### src/rtl/lsu_seq_rv32i_if.sv
// ---------------------------------------------------------------------------
// lsu_seq_rv32i_if
// Bundles the two sides of the load/store sequencer into one interface:
//   - datapath side:
//       ls_load, ls_store, ls_loadtype, ls_storetype, ls_addr and ls_wdata
//       go into the LSU;
//       ls_stall, ls_done, ls_rdata, ls_fault and ls_fault_code come back.
//   - memory side:
//       mem_req, mem_we, mem_addr, mem_be and mem_wdata go out of the LSU;
//       mem_ack and mem_rdata come back.
// Modports:
//   master : the sequencer itself (drives the memory request bus).
//   slave  : the environment, i.e. the datapath plus the data memory.
// ---------------------------------------------------------------------------
interface lsu_seq_rv32i_if;
   logic        ls_load;
   logic        ls_store;
   logic [2:0]  ls_loadtype;
   logic [1:0]  ls_storetype;
   logic [31:0] ls_addr;
   logic [31:0] ls_wdata;
   logic        ls_stall;
   logic        ls_done;
   logic [31:0] ls_rdata;
   logic        ls_fault;
   logic [1:0]  ls_fault_code;
   logic        mem_req;
   logic        mem_we;
   logic [31:0] mem_addr;
   logic [3:0]  mem_be;
   logic [31:0] mem_wdata;
   logic        mem_ack;
   logic [31:0] mem_rdata;

   modport master (
      input  ls_load, ls_store, ls_loadtype, ls_storetype, ls_addr, ls_wdata,
      input  mem_ack, mem_rdata,
      output ls_stall, ls_done, ls_rdata, ls_fault, ls_fault_code,
      output mem_req, mem_we, mem_addr, mem_be, mem_wdata
   );

   modport slave (
      output ls_load, ls_store, ls_loadtype, ls_storetype, ls_addr, ls_wdata,
      output mem_ack, mem_rdata,
      input  ls_stall, ls_done, ls_rdata, ls_fault, ls_fault_code,
      input  mem_req, mem_we, mem_addr, mem_be, mem_wdata
   );
endinterface

### src/rtl/lsu_seq_rv32i.sv
// ---------------------------------------------------------------------------
// lsu_seq_rv32i
// Multi-cycle load/store sequencer between the RV32I execute stage and a
// req/ack data memory. An access is checked for an illegal type or
// misalignment in IDLE. A clean access then issues one word-aligned request
// with byte enables. The sequencer waits up to TIMEOUT cycles for mem_ack and
// then reports completion with a one-cycle ls_done pulse. Load data comes back
// sign- or zero-extended.
// Ports:
//   clock - rising-edge clock
//   reset - synchronous, active-high
//   bus   - lsu_seq_rv32i_if.master. Carries the datapath controls and
//           results, plus the memory req/ack bus.
// All outputs are registered except ls_stall, which is combinational. This
// lets the PC freeze in the same cycle that the request is presented.
// ---------------------------------------------------------------------------
module lsu_seq_rv32i #(
   parameter int TIMEOUT = 16
) (
   input  logic            clock,
   input  logic            reset,
   lsu_seq_rv32i_if.master bus
);

   typedef enum logic [1:0] {IDLE = 2'd0, REQ = 2'd1, DONE = 2'd2} state_t;

   localparam logic [7:0] CNT_LAST = 8'(TIMEOUT - 1);

   state_t      state_q, state_d;
   logic [7:0]  cnt_q, cnt_d;
   logic        mem_req_q, mem_req_d;
   logic        mem_we_q, mem_we_d;
   logic [31:0] mem_addr_q, mem_addr_d;
   logic [3:0]  mem_be_q, mem_be_d;
   logic [31:0] mem_wdata_q, mem_wdata_d;
   logic        ls_done_q, ls_done_d;
   logic [31:0] ls_rdata_q, ls_rdata_d;
   logic        ls_fault_q, ls_fault_d;
   logic [1:0]  fault_code_q, fault_code_d;
   logic [2:0]  ltype_q, ltype_d;      // load type kept for the extension in REQ
   logic [1:0]  lane_q, lane_d;        // byte offset kept for lane selection
   logic        is_load_q, is_load_d;

   // Decode of the request presented in IDLE; size_log2: 0 byte, 1 half, 2 word
   logic [1:0]  size_log2;
   logic        illegal;
   logic        misaligned;

   function automatic logic [3:0] byte_en(input logic [1:0] sz, input logic [1:0] lo);
      case (sz)
         2'd0:    byte_en = 4'b0001 << lo;
         2'd1:    byte_en = lo[1] ? 4'b1100 : 4'b0011;
         default: byte_en = 4'b1111;
      endcase
   endfunction

   // Replicate store data so that every enabled lane carries the right bytes
   function automatic logic [31:0] store_lanes(input logic [1:0] sz, input logic [31:0] d);
      case (sz)
         2'd0:    store_lanes = {4{d[7:0]}};
         2'd1:    store_lanes = {2{d[15:0]}};
         default: store_lanes = d;
      endcase
   endfunction

   function automatic logic [31:0] load_extend(input logic [31:0] w, input logic [2:0] lt,
                                               input logic [1:0] lane);
      logic [7:0]  b;
      logic [15:0] h;
      b = w[{lane, 3'b000} +: 8];
      h = lane[1] ? w[31:16] : w[15:0];
      case (lt)
         3'b000:  load_extend = {{24{b[7]}}, b};
         3'b001:  load_extend = {{16{h[15]}}, h};
         3'b011:  load_extend = {24'd0, b};
         3'b100:  load_extend = {16'd0, h};
         default: load_extend = w;
      endcase
   endfunction

   always_comb begin
      size_log2 = 2'd2;
      illegal   = 1'b0;
      if (bus.ls_load && bus.ls_store) begin
         illegal = 1'b1;
      end else if (bus.ls_load) begin
         case (bus.ls_loadtype)
            3'b000, 3'b011: size_log2 = 2'd0;
            3'b001, 3'b100: size_log2 = 2'd1;
            3'b010:         size_log2 = 2'd2;
            default:        illegal   = 1'b1;
         endcase
      end else begin
         case (bus.ls_storetype)
            2'b00:   size_log2 = 2'd0;
            2'b01:   size_log2 = 2'd1;
            2'b10:   size_log2 = 2'd2;
            default: illegal   = 1'b1;
         endcase
      end
      misaligned = ((size_log2 == 2'd1) && bus.ls_addr[0]) ||
                   ((size_log2 == 2'd2) && (bus.ls_addr[1:0] != 2'b00));
   end

   always_comb begin
      state_d      = state_q;
      cnt_d        = cnt_q;
      mem_req_d    = 1'b0;
      mem_we_d     = mem_we_q;
      mem_addr_d   = mem_addr_q;
      mem_be_d     = mem_be_q;
      mem_wdata_d  = mem_wdata_q;
      ls_done_d    = 1'b0;
      ls_rdata_d   = 32'd0;
      ls_fault_d   = 1'b0;
      fault_code_d = 2'b00;
      ltype_d      = ltype_q;
      lane_d       = lane_q;
      is_load_d    = is_load_q;
      case (state_q)
         IDLE: begin
            if (bus.ls_load || bus.ls_store) begin
               if (illegal || misaligned) begin
                  // Rejected before any memory traffic; report in the next cycle
                  state_d      = DONE;
                  ls_done_d    = 1'b1;
                  ls_fault_d   = 1'b1;
                  fault_code_d = illegal ? 2'b11 : 2'b01;
               end else begin
                  state_d     = REQ;
                  cnt_d       = 8'd0;
                  mem_req_d   = 1'b1;
                  mem_we_d    = bus.ls_store;
                  mem_addr_d  = {bus.ls_addr[31:2], 2'b00};
                  mem_be_d    = byte_en(size_log2, bus.ls_addr[1:0]);
                  mem_wdata_d = bus.ls_store ? store_lanes(size_log2, bus.ls_wdata) : 32'd0;
                  ltype_d     = bus.ls_loadtype;
                  lane_d      = bus.ls_addr[1:0];
                  is_load_d   = bus.ls_load;
               end
            end
         end
         REQ: begin
            // An ack in the last allowed cycle takes priority over the timeout
            if (bus.mem_ack) begin
               state_d    = DONE;
               ls_done_d  = 1'b1;
               ls_rdata_d = is_load_q ? load_extend(bus.mem_rdata, ltype_q, lane_q) : 32'd0;
            end else if (cnt_q == CNT_LAST) begin
               state_d      = DONE;
               ls_done_d    = 1'b1;
               ls_fault_d   = 1'b1;
               fault_code_d = 2'b10;
            end else begin
               cnt_d     = cnt_q + 8'd1;
               mem_req_d = 1'b1;
            end
         end
         // Inputs are still held by the datapath here; ignore them
         default: state_d = IDLE;
      endcase
   end

   always_ff @(posedge clock) begin
      if (reset) begin
         state_q      <= IDLE;
         cnt_q        <= 8'd0;
         mem_req_q    <= 1'b0;
         mem_we_q     <= 1'b0;
         mem_addr_q   <= 32'd0;
         mem_be_q     <= 4'd0;
         mem_wdata_q  <= 32'd0;
         ls_done_q    <= 1'b0;
         ls_rdata_q   <= 32'd0;
         ls_fault_q   <= 1'b0;
         fault_code_q <= 2'b00;
         ltype_q      <= 3'd0;
         lane_q       <= 2'd0;
         is_load_q    <= 1'b0;
      end else begin
         state_q      <= state_d;
         cnt_q        <= cnt_d;
         mem_req_q    <= mem_req_d;
         mem_we_q     <= mem_we_d;
         mem_addr_q   <= mem_addr_d;
         mem_be_q     <= mem_be_d;
         mem_wdata_q  <= mem_wdata_d;
         ls_done_q    <= ls_done_d;
         ls_rdata_q   <= ls_rdata_d;
         ls_fault_q   <= ls_fault_d;
         fault_code_q <= fault_code_d;
         ltype_q      <= ltype_d;
         lane_q       <= lane_d;
         is_load_q    <= is_load_d;
      end
   end

   assign bus.ls_stall = !reset &&
                         (((state_q == IDLE) && (bus.ls_load || bus.ls_store)) || (state_q == REQ));

   assign bus.ls_done       = ls_done_q;
   assign bus.ls_rdata      = ls_rdata_q;
   assign bus.ls_fault      = ls_fault_q;
   assign bus.ls_fault_code = fault_code_q;
   assign bus.mem_req       = mem_req_q;
   assign bus.mem_we        = mem_we_q;
   assign bus.mem_addr      = mem_addr_q;
   assign bus.mem_be        = mem_be_q;
   assign bus.mem_wdata     = mem_wdata_q;

endmodule

### src/flat_wrapper.sv
// flat-port wrapper written by rule: the top's interface ports become plain ports
module lsu_seq_rv32i_flat 
#(
   parameter int TIMEOUT = 16
)
  (clock, reset, bus_ls_load, bus_ls_store, bus_ls_loadtype, bus_ls_storetype, bus_ls_addr, bus_ls_wdata, bus_mem_ack, bus_mem_rdata, bus_ls_stall, bus_ls_done, bus_ls_rdata, bus_ls_fault, bus_ls_fault_code, bus_mem_req, bus_mem_we, bus_mem_addr, bus_mem_be, bus_mem_wdata);
  lsu_seq_rv32i_if bus_i ();
  input  logic clock;
  input  logic reset;
  input wire logic [$bits(bus_i.ls_load)-1:0] bus_ls_load;
  input wire logic [$bits(bus_i.ls_store)-1:0] bus_ls_store;
  input wire logic [$bits(bus_i.ls_loadtype)-1:0] bus_ls_loadtype;
  input wire logic [$bits(bus_i.ls_storetype)-1:0] bus_ls_storetype;
  input wire logic [$bits(bus_i.ls_addr)-1:0] bus_ls_addr;
  input wire logic [$bits(bus_i.ls_wdata)-1:0] bus_ls_wdata;
  input wire logic [$bits(bus_i.mem_ack)-1:0] bus_mem_ack;
  input wire logic [$bits(bus_i.mem_rdata)-1:0] bus_mem_rdata;
  output wire logic [$bits(bus_i.ls_stall)-1:0] bus_ls_stall;
  output wire logic [$bits(bus_i.ls_done)-1:0] bus_ls_done;
  output wire logic [$bits(bus_i.ls_rdata)-1:0] bus_ls_rdata;
  output wire logic [$bits(bus_i.ls_fault)-1:0] bus_ls_fault;
  output wire logic [$bits(bus_i.ls_fault_code)-1:0] bus_ls_fault_code;
  output wire logic [$bits(bus_i.mem_req)-1:0] bus_mem_req;
  output wire logic [$bits(bus_i.mem_we)-1:0] bus_mem_we;
  output wire logic [$bits(bus_i.mem_addr)-1:0] bus_mem_addr;
  output wire logic [$bits(bus_i.mem_be)-1:0] bus_mem_be;
  output wire logic [$bits(bus_i.mem_wdata)-1:0] bus_mem_wdata;
  assign bus_i.ls_load = bus_ls_load;
  assign bus_i.ls_store = bus_ls_store;
  assign bus_i.ls_loadtype = bus_ls_loadtype;
  assign bus_i.ls_storetype = bus_ls_storetype;
  assign bus_i.ls_addr = bus_ls_addr;
  assign bus_i.ls_wdata = bus_ls_wdata;
  assign bus_i.mem_ack = bus_mem_ack;
  assign bus_i.mem_rdata = bus_mem_rdata;
  assign bus_ls_stall = bus_i.ls_stall;
  assign bus_ls_done = bus_i.ls_done;
  assign bus_ls_rdata = bus_i.ls_rdata;
  assign bus_ls_fault = bus_i.ls_fault;
  assign bus_ls_fault_code = bus_i.ls_fault_code;
  assign bus_mem_req = bus_i.mem_req;
  assign bus_mem_we = bus_i.mem_we;
  assign bus_mem_addr = bus_i.mem_addr;
  assign bus_mem_be = bus_i.mem_be;
  assign bus_mem_wdata = bus_i.mem_wdata;
  lsu_seq_rv32i #(.TIMEOUT(TIMEOUT)) u_core (.clock(clock), .reset(reset), .bus(bus_i));
endmodule
### config.mk
export PLATFORM = sky130hd
export DESIGN_NAME = lsu_seq_rv32i_flat
export DESIGN_NICKNAME = d
export VERILOG_FILES = /design/src/rtl/lsu_seq_rv32i_if.sv /design/src/rtl/lsu_seq_rv32i.sv /design/src/flat_wrapper.sv
export SDC_FILE = /design/constraint.sdc
export NUM_CORES = 1
export LEC_CHECK = 0
export CORE_MARGIN = 4
export CORE_UTILIZATION = 45
export CTS_BUF_LIST = sky130_fd_sc_hd__clkbuf_2 sky130_fd_sc_hd__clkbuf_4 sky130_fd_sc_hd__clkbuf_8
export DETAILED_ROUTE_END_ITERATION = 16
export PLACE_DENSITY = 0.93
export SETUP_SLACK_MARGIN = 0.15
export SYNTH_ARGS = -nofsm -noshare
export SYNTH_HDL_FRONTEND = slang
export SYNTH_SLANG_ARGS = --single-unit
### constraint.sdc
create_clock -name clock -period 1.9 [get_ports clock]
set_input_delay 0.285 -clock clock [delete_from_list [all_inputs] [get_ports clock]]
set_output_delay 0.285 -clock clock [all_outputs]
set_load 0.01 [all_outputs]
======== Yosys cells after proc, flatten, opt, wreduce, memory -nomap -nowiden ========
Cells that the tools add are included.
word-level totals
  register bits after elaboration ......... 120
  bits in latches ......................... 0
  bits in writable memories ............... 0
  bits in read-only memories .............. 0
  input bits .............................. 106
  output and inout port bits .............. 107
  word-level logic and storage cells ...... 106
  memories ................................ 0
cells by class
  $add $sub $neg .......................... 1
  multiply operators ...................... 0
  divide/modulo/power cells ............... 0
  order comparisons ....................... 0
  eq/ne operators ......................... 18
  shifts and indexed selects .............. 2
  mux-type cells .......................... 42
  bitwise logic cells ..................... 4
  reduce and logical (&&, ||, !) cells .... 25
operators by type and width
  kind                                                             count
  32-bit case mux with 4 select lines                              1
  32-bit case mux with 2 select lines                              1
  32-bit 2-to-1 mux                                                1
  8-bit 2-to-1 mux                                                 4
  32-bit by 6-bit indexed part select with 8-bit output            1
  2-bit 2-to-1 mux                                                 11
  16-bit 2-to-1 mux                                                1
  2-bit case mux with 2 select lines                               4
  8-bit case mux with 2 select lines                               1
  1-bit 2-to-1 mux                                                 13
  3-bit by 2-bit == test with 1-bit output, second input constant  3
  8-bit by 1-bit adder with 8-bit output, second input constant    1
  8-bit by 4-bit == test with 1-bit output, second input constant  1
  2-bit != test, second input constant                             4
  4-bit case mux with 2 select lines                               1
  2-bit by 1-bit == test with 1-bit output, second input constant  3
  3-bit by 1-bit == test with 1-bit output, second input constant  2
  3-bit == test, second input constant                             2
  2-bit zero test                                                  3
  3-bit zero test                                                  2
  1-bit case mux with 2 select lines                               3
  1-bit logical AND                                                5
  5-bit AND reduction                                              1
  5-bit OR reduction                                               1
  other kinds (13)                                                 22

======== Logic depth before layout (Yosys ltp) ========
  depth after elaboration ................. 12
  gate-level depth with buffers ........... 8
  gate-level depth less buffers ........... 6

======== Least setup slack after synthesis ========
Ideal clock, no wire load.
  path type ............................... input to register
  start ................................... input port bus_ls_load
  end ..................................... register u_core.mem_wdata_q[29], in the netlist u_core.bus.mem_wdata[29]
  arrival ................................. 1.548 ns
  required time ........................... 1.812 ns
  setup slack ............................. 0.264 ns
  stages on the path ...................... 7
  buffers on the path ..................... 2
  path through ............................ buf_4 -> a21oi_1 -> a21oi_2 -> nor3b_4 -> nand2_2 -> buf_6 -> o32ai_2
on the way
  longest elaborated chain between the ends .. 8
  elaborated cells on any way between the ends .. 17
  those cells by class .................... 2 x eq/ne; 6 x mux; 1 x bitwise; 8 x reduce/logical
RTL lines
  what                                                                       line                                                             text
  start: declaration                                                         flat_wrapper.sv:10                                               input wire logic [$bits(bus_i.ls_load)-1:0] bus_ls_load;
  2-bit 2-to-1 mux or 1-bit logical AND (tied branches)                      lsu_seq_rv32i.sv:86, lsu_seq_rv32i.sv:84
  2-bit 2-to-1 mux                                                           lsu_seq_rv32i.sv:84                                              if (bus.ls_load && bus.ls_store) begin
  2-bit by 1-bit == test with 1-bit output or 2-bit == test (tied branches)  lsu_seq_rv32i.sv:59, lsu_seq_rv32i.sv:101, lsu_seq_rv32i.sv:102
  1-bit logical AND, on equally long branches                                lsu_seq_rv32i.sv:101, lsu_seq_rv32i.sv:102
  1-bit logical OR                                                           lsu_seq_rv32i.sv:101                                             misaligned = ((size_log2 == 2'd1) && bus.ls_addr[0]) ||
  1-bit logical OR                                                           lsu_seq_rv32i.sv:123                                             if (illegal || misaligned) begin
  1-bit inverter (no source line)                                            --
  3-bit AND reduction (no source line)                                       --
  end signal: assignment                                                     lsu_seq_rv32i.sv:187                                             mem_wdata_q <= mem_wdata_d;
  end: declaration                                                           lsu_seq_rv32i.sv:35                                              logic [31:0] mem_wdata_q, mem_wdata_d;
Several ways; a longest one is shown, not always the timed one.
A chain may end at the register's enable or synchronous reset.

======== Worst setup path after layout ========
  start ................................... input port bus_ls_loadtype[1]
  end ..................................... register u_core.mem_addr_q[3], in the netlist u_core.bus.mem_addr[3]
on the way
  longest elaborated chain between the ends .. 11
  elaborated cells on any way between the ends .. 22
  those cells by class .................... 6 x eq/ne; 6 x mux; 1 x bitwise; 9 x reduce/logical
RTL lines
  what                                                                       line                                        text
  start: declaration                                                         flat_wrapper.sv:12                          input wire logic [$bits(bus_i.ls_loadtype)-1:0] bus_ls_loadtype;
  3-bit by 1-bit == test with 1-bit output (tied with other cells)           lsu_seq_rv32i.sv:87                         case (bus.ls_loadtype)
  2-bit OR reduction                                                         --
  2-bit case mux with 2 select lines                                         lsu_seq_rv32i.sv:87
  2-bit 2-to-1 mux                                                           lsu_seq_rv32i.sv:86                         end else if (bus.ls_load) begin
  2-bit 2-to-1 mux                                                           lsu_seq_rv32i.sv:84
  2-bit by 1-bit == test with 1-bit output or 2-bit == test (tied branches)  lsu_seq_rv32i.sv:101, lsu_seq_rv32i.sv:102
  1-bit logical AND, on equally long branches                                lsu_seq_rv32i.sv:101, lsu_seq_rv32i.sv:102
  1-bit logical OR                                                           lsu_seq_rv32i.sv:101
  1-bit logical OR *                                                         lsu_seq_rv32i.sv:123
  1-bit inverter (no source line) *                                          --
  3-bit AND reduction (no source line) *                                     --
  end signal: assignment                                                     lsu_seq_rv32i.sv:185                        mem_addr_q <= mem_addr_d;
  end: declaration                                                           lsu_seq_rv32i.sv:33                         logic [31:0] mem_addr_q, mem_addr_d;
Mark *: on every way between the ends. The rest lies on a longest branch, timed or not.

==> impl_metrics.py <==
metrics = {
    "status": {
        "outcome": "complete, no violations",
    },
    "synth": {
        "synth_flop_cell": "dfxtp_1",
        "synth_area_sq_um": 5275,
        "synth_area_leaders": "dfxtp_1, a21oi_1, o21ai_0, nand3_1, nand2_1",
        "synth-seq-area-share": 0.4554,
        "synth.distinct_cells": 57,
        "syn_inst": 611,
        "synth_edf_count": 0,
        "synth_warnings": 0,
        "synth-async-reset-ratio": 0,
        "ys_seq_elements": 120,
        "synth.top_cell.area_share": 0.4554,
        "syn_avg_cell_area_sq_um": 8.633,
        "yosysTopAreaCell": "dfxtp_1",
    },
    "setup_path": {
        "slowest_stage": "clkdlybuf4s50_1",
        "arrival_ps": 2120,
        "max_stage_delay_ps": 530,
        "crit_path_start_kind": "input pin",
        "path_class": "input pin to flip-flop",
        "required_ps": 2270,
        "critPathTopFamily": "buffers and inverters",
        "r2r_setup_slack_ps": 160,
        "path_cells": "clkdlybuf4s50_1 > mux2_4 > o21bai_4 > and4_4 > buf_12 > buf_12 > nand3_1 > a21oi_1",
        "crit_path_frequent_cell": "buf_12",
        "path_buf_inv": 3,
        "crit_path_end_kind": "flip-flop",
        "path_max_fanout": 11,
    },
    "cells_and_area": {
        "final_common_cell": "clkdlybuf4s50_1",
        "syn2layout_area_growth_pct": 67.29,
        "finalNetCount": 976,
        "final_cell_mix": "clkdlybuf4s50_1, dfxtp_1, a21oi_1",
        "drive_gt1_frac": 0.2132,
        "diodes": 0,
        "n_fill_cell": 691,
        "finalNonFillerCells": 1025,
    },
    "die": {
        "dieHeight_um": 116.3,
        "start_util": 0.4600,
        "die_width_um": 116.3,
        "row_count": 39,
        "io-pin-count": 213,
        "core-area_sq_um": 11470,
        "dieArea_sq_um": 13520,
    },
    "timing": {
        "timing.fmax_mhz": 572.7,
        "setup_viol": 0,
        "post-route-period-util": 0.9190,
        "slew_violations": 0,
        "tightest_slew_ps": 545.8,
        "rsz0062_at_grt": "true",
        "slew_headroom": 0.6357,
        "min_period_ps": 1746,
        "fin_worst_skew_ps": 6.691,
        "finalHoldViolations": 0,
    },
    "drt": {
        "first_iter_violations": 411,
        "drtAntennaViolNets": 0,
        "wire_per_inst_um": 20.01,
        "drc": 0,
        "drt_pass1_iterations": 6,
        "viasPerCell": 5.949,
        "vias": 6098,
        "routed_wl_mm": 20.51,
    },
    "grt": {
        "grt.overflow.total": 0,
        "grt_pass1_wl_mm": 29.48,
        "grt_usage": 0.2789,
        "grt_max_degree": 47,
        "antenna_found_initial": 1,
        "grt_pass1_vias": 5958,
    },
    "pwr": {
        "power_leakage_nw": 3.222,
        "power_mw": 7.177,
        "ir_drop_v": 0.0006239,
        "powerDensity_nw_per_um2": 813.3,
    },
    "placement": {
        "io_buffers": 210,
        "dp_hpwl_mm": 13.31,
        "gp_congestion": 0.9067,
        "placed_cells": 977,
    },
    "cts": {
        "cts_max_level": 4,
        "clkLatencyLatePin_ps": 450,
        "cts_hold_buf": 0,
        "cts_sinks": 120,
        "cts_made_buffers": 17,
        "path_clk_slew_ps": 70,
        "clock_path_buffers": 2,
        "tritoncts": "yes",
        "cts-root-buf": "clkbuf_8",
    },
    "job": {
        "maxCapViolCount": 0,
    },
    "min_path": {
        "hp-class": "input pin to flip-flop",
    },
}
timing repair:
| action | in CTS | in global routing |
|---|---|---|
| gates resized for setup | 12 | 47 |
| pin swaps | 2 | 10 |
| endpoints found under the setup margin | 36 | 81 |
| cloned | 0 | 4 |
| setup buffers | 3 | 9 |
Yosys cell counts, drive strengths merged, types with 10 or more instances:
library cell and instances:
o22ai 12, clkbuf 25, buf 27, a211oi 10
dfxtp 120, nand2 58, o32ai 17, nand3 43
a21oi 93, inv 14, o21ai 64, mux2i 18
nor2 26
routing by layer:
layer / vias to the layer above / global-route usage / wire length, um
met2: 386 / 0.4733 / 10110
met4: 2 / 0.1400 / 800
met5: - / 0 / 13
li1: 2759 / - / -
met1: 2867 / 0.3049 / 7275
met3: 84 / 0.1052 / 2304
power breakdown:
group	switching, mW	total, mW	internal, mW
registers	0.0555	2.66	2.60
logic	0.706	1.41	0.709
clock network	1.08	3.10	2.02
total	1.84	7.18	5.34
logic make-up (layout without fill, tap and decap cells):
| kind of cell | after synthesis | in the layout | synth area share |
|---|---|---|---|
| flip-flops | 120 | 120 | 0.4554 |
| adder cells (fa/ha/maj) | 1 | 1 | 0.002372 |
| AND/OR/NAND/NOR | 160 | 161 | 0.1461 |
| buffers and inverters | 66 | 335 | 0.05574 |
| other | 1 | 2 | 0.0007109 |
| XOR/XNOR | 3 | 3 | 0.004982 |
| AO/OA/AOI/OAI | 233 | 233 | 0.2813 |
| multiplexers | 27 | 27 | 0.05337 |
through the flow:
| stage | TNS, ps | util | cell area, sq um | worst slack (ps) | hold slack (ps) |
|---|---|---|---|---|---|
| 4_1_cts | 0 | 0.7418 | 8507 | 91.09 | 289.5 |
| 5_1_grt | 0 | 0.7696 | 8825 | 56.81 | 332.9 |
| 2_1_floorplan | 0 | - | 5279 | 263.6 | 425.5 |
| 6_report | 0 | 0.7696 | 8825 | 153.9 | 332.6 |
| 3_5_place_dp | -22300 | 0.6905 | 7918 | -326.1 | 462.4 |
| 3_3_place_gp | -19130 | 0.6905 | 7918 | -243.7 | 455.6 |
registers in the layout (all words and copies together) (netlist names), 2 cells and up:
signal	flops
u_core.bus.ls_rdata	32
u_core.bus.mem_wdata	32
u_core.bus.mem_addr	30
u_core.cnt_q	8
u_core.bus.mem_be	4
u_core.ltype_q	3
u_core.bus.ls_fault_code	2
u_core.lane_q	2
u_core.state_q	2
cell type report:
type | instances | area [sq um] | share of cell area
Clock buffer | 20 | 262.8 | 0.02977
Clock inverter | 12 | 270.3 | 0.03063
Inverter | 14 | 52.55 | 0.005955
Multi-Input combinational cell | 427 | 2790 | 0.3162
Sequential cell | 120 | 2410 | 0.2731
Tap cell | 143 | 178.9 | 0.02028
Timing Repair Buffer | 289 | 2860 | 0.3241
worst register-to-register path, stage by stage (launching register included):
cell      delay (ps)
dfxtp_1          410
ha_1             250
nand3_2          170
nor3_1           390
a21oi_1          170
a311oi_2         270
worst paths after layout:
kind | startpoint | endpoint | cells after the start
worst max register to register | u_core.cnt_q[0]$_SDFFE_PP0P_ | u_core.cnt_q[4]$_SDFFE_PP0P_ | 5
worst max-delay path | bus_ls_loadtype[1] | u_core.bus.mem_addr[3]$_SDFFE_PP0P_ | 8
worst min-delay path | reset | u_core.bus.ls_rdata[0]$_SDFF_PP0_ | 3
worst min register to register | u_core.bus.mem_addr[7]$_SDFFE_PP0P_ | u_core.bus.mem_addr[7]$_SDFFE_PP0P_ | 2
Power figures use the tool's default switching activity.
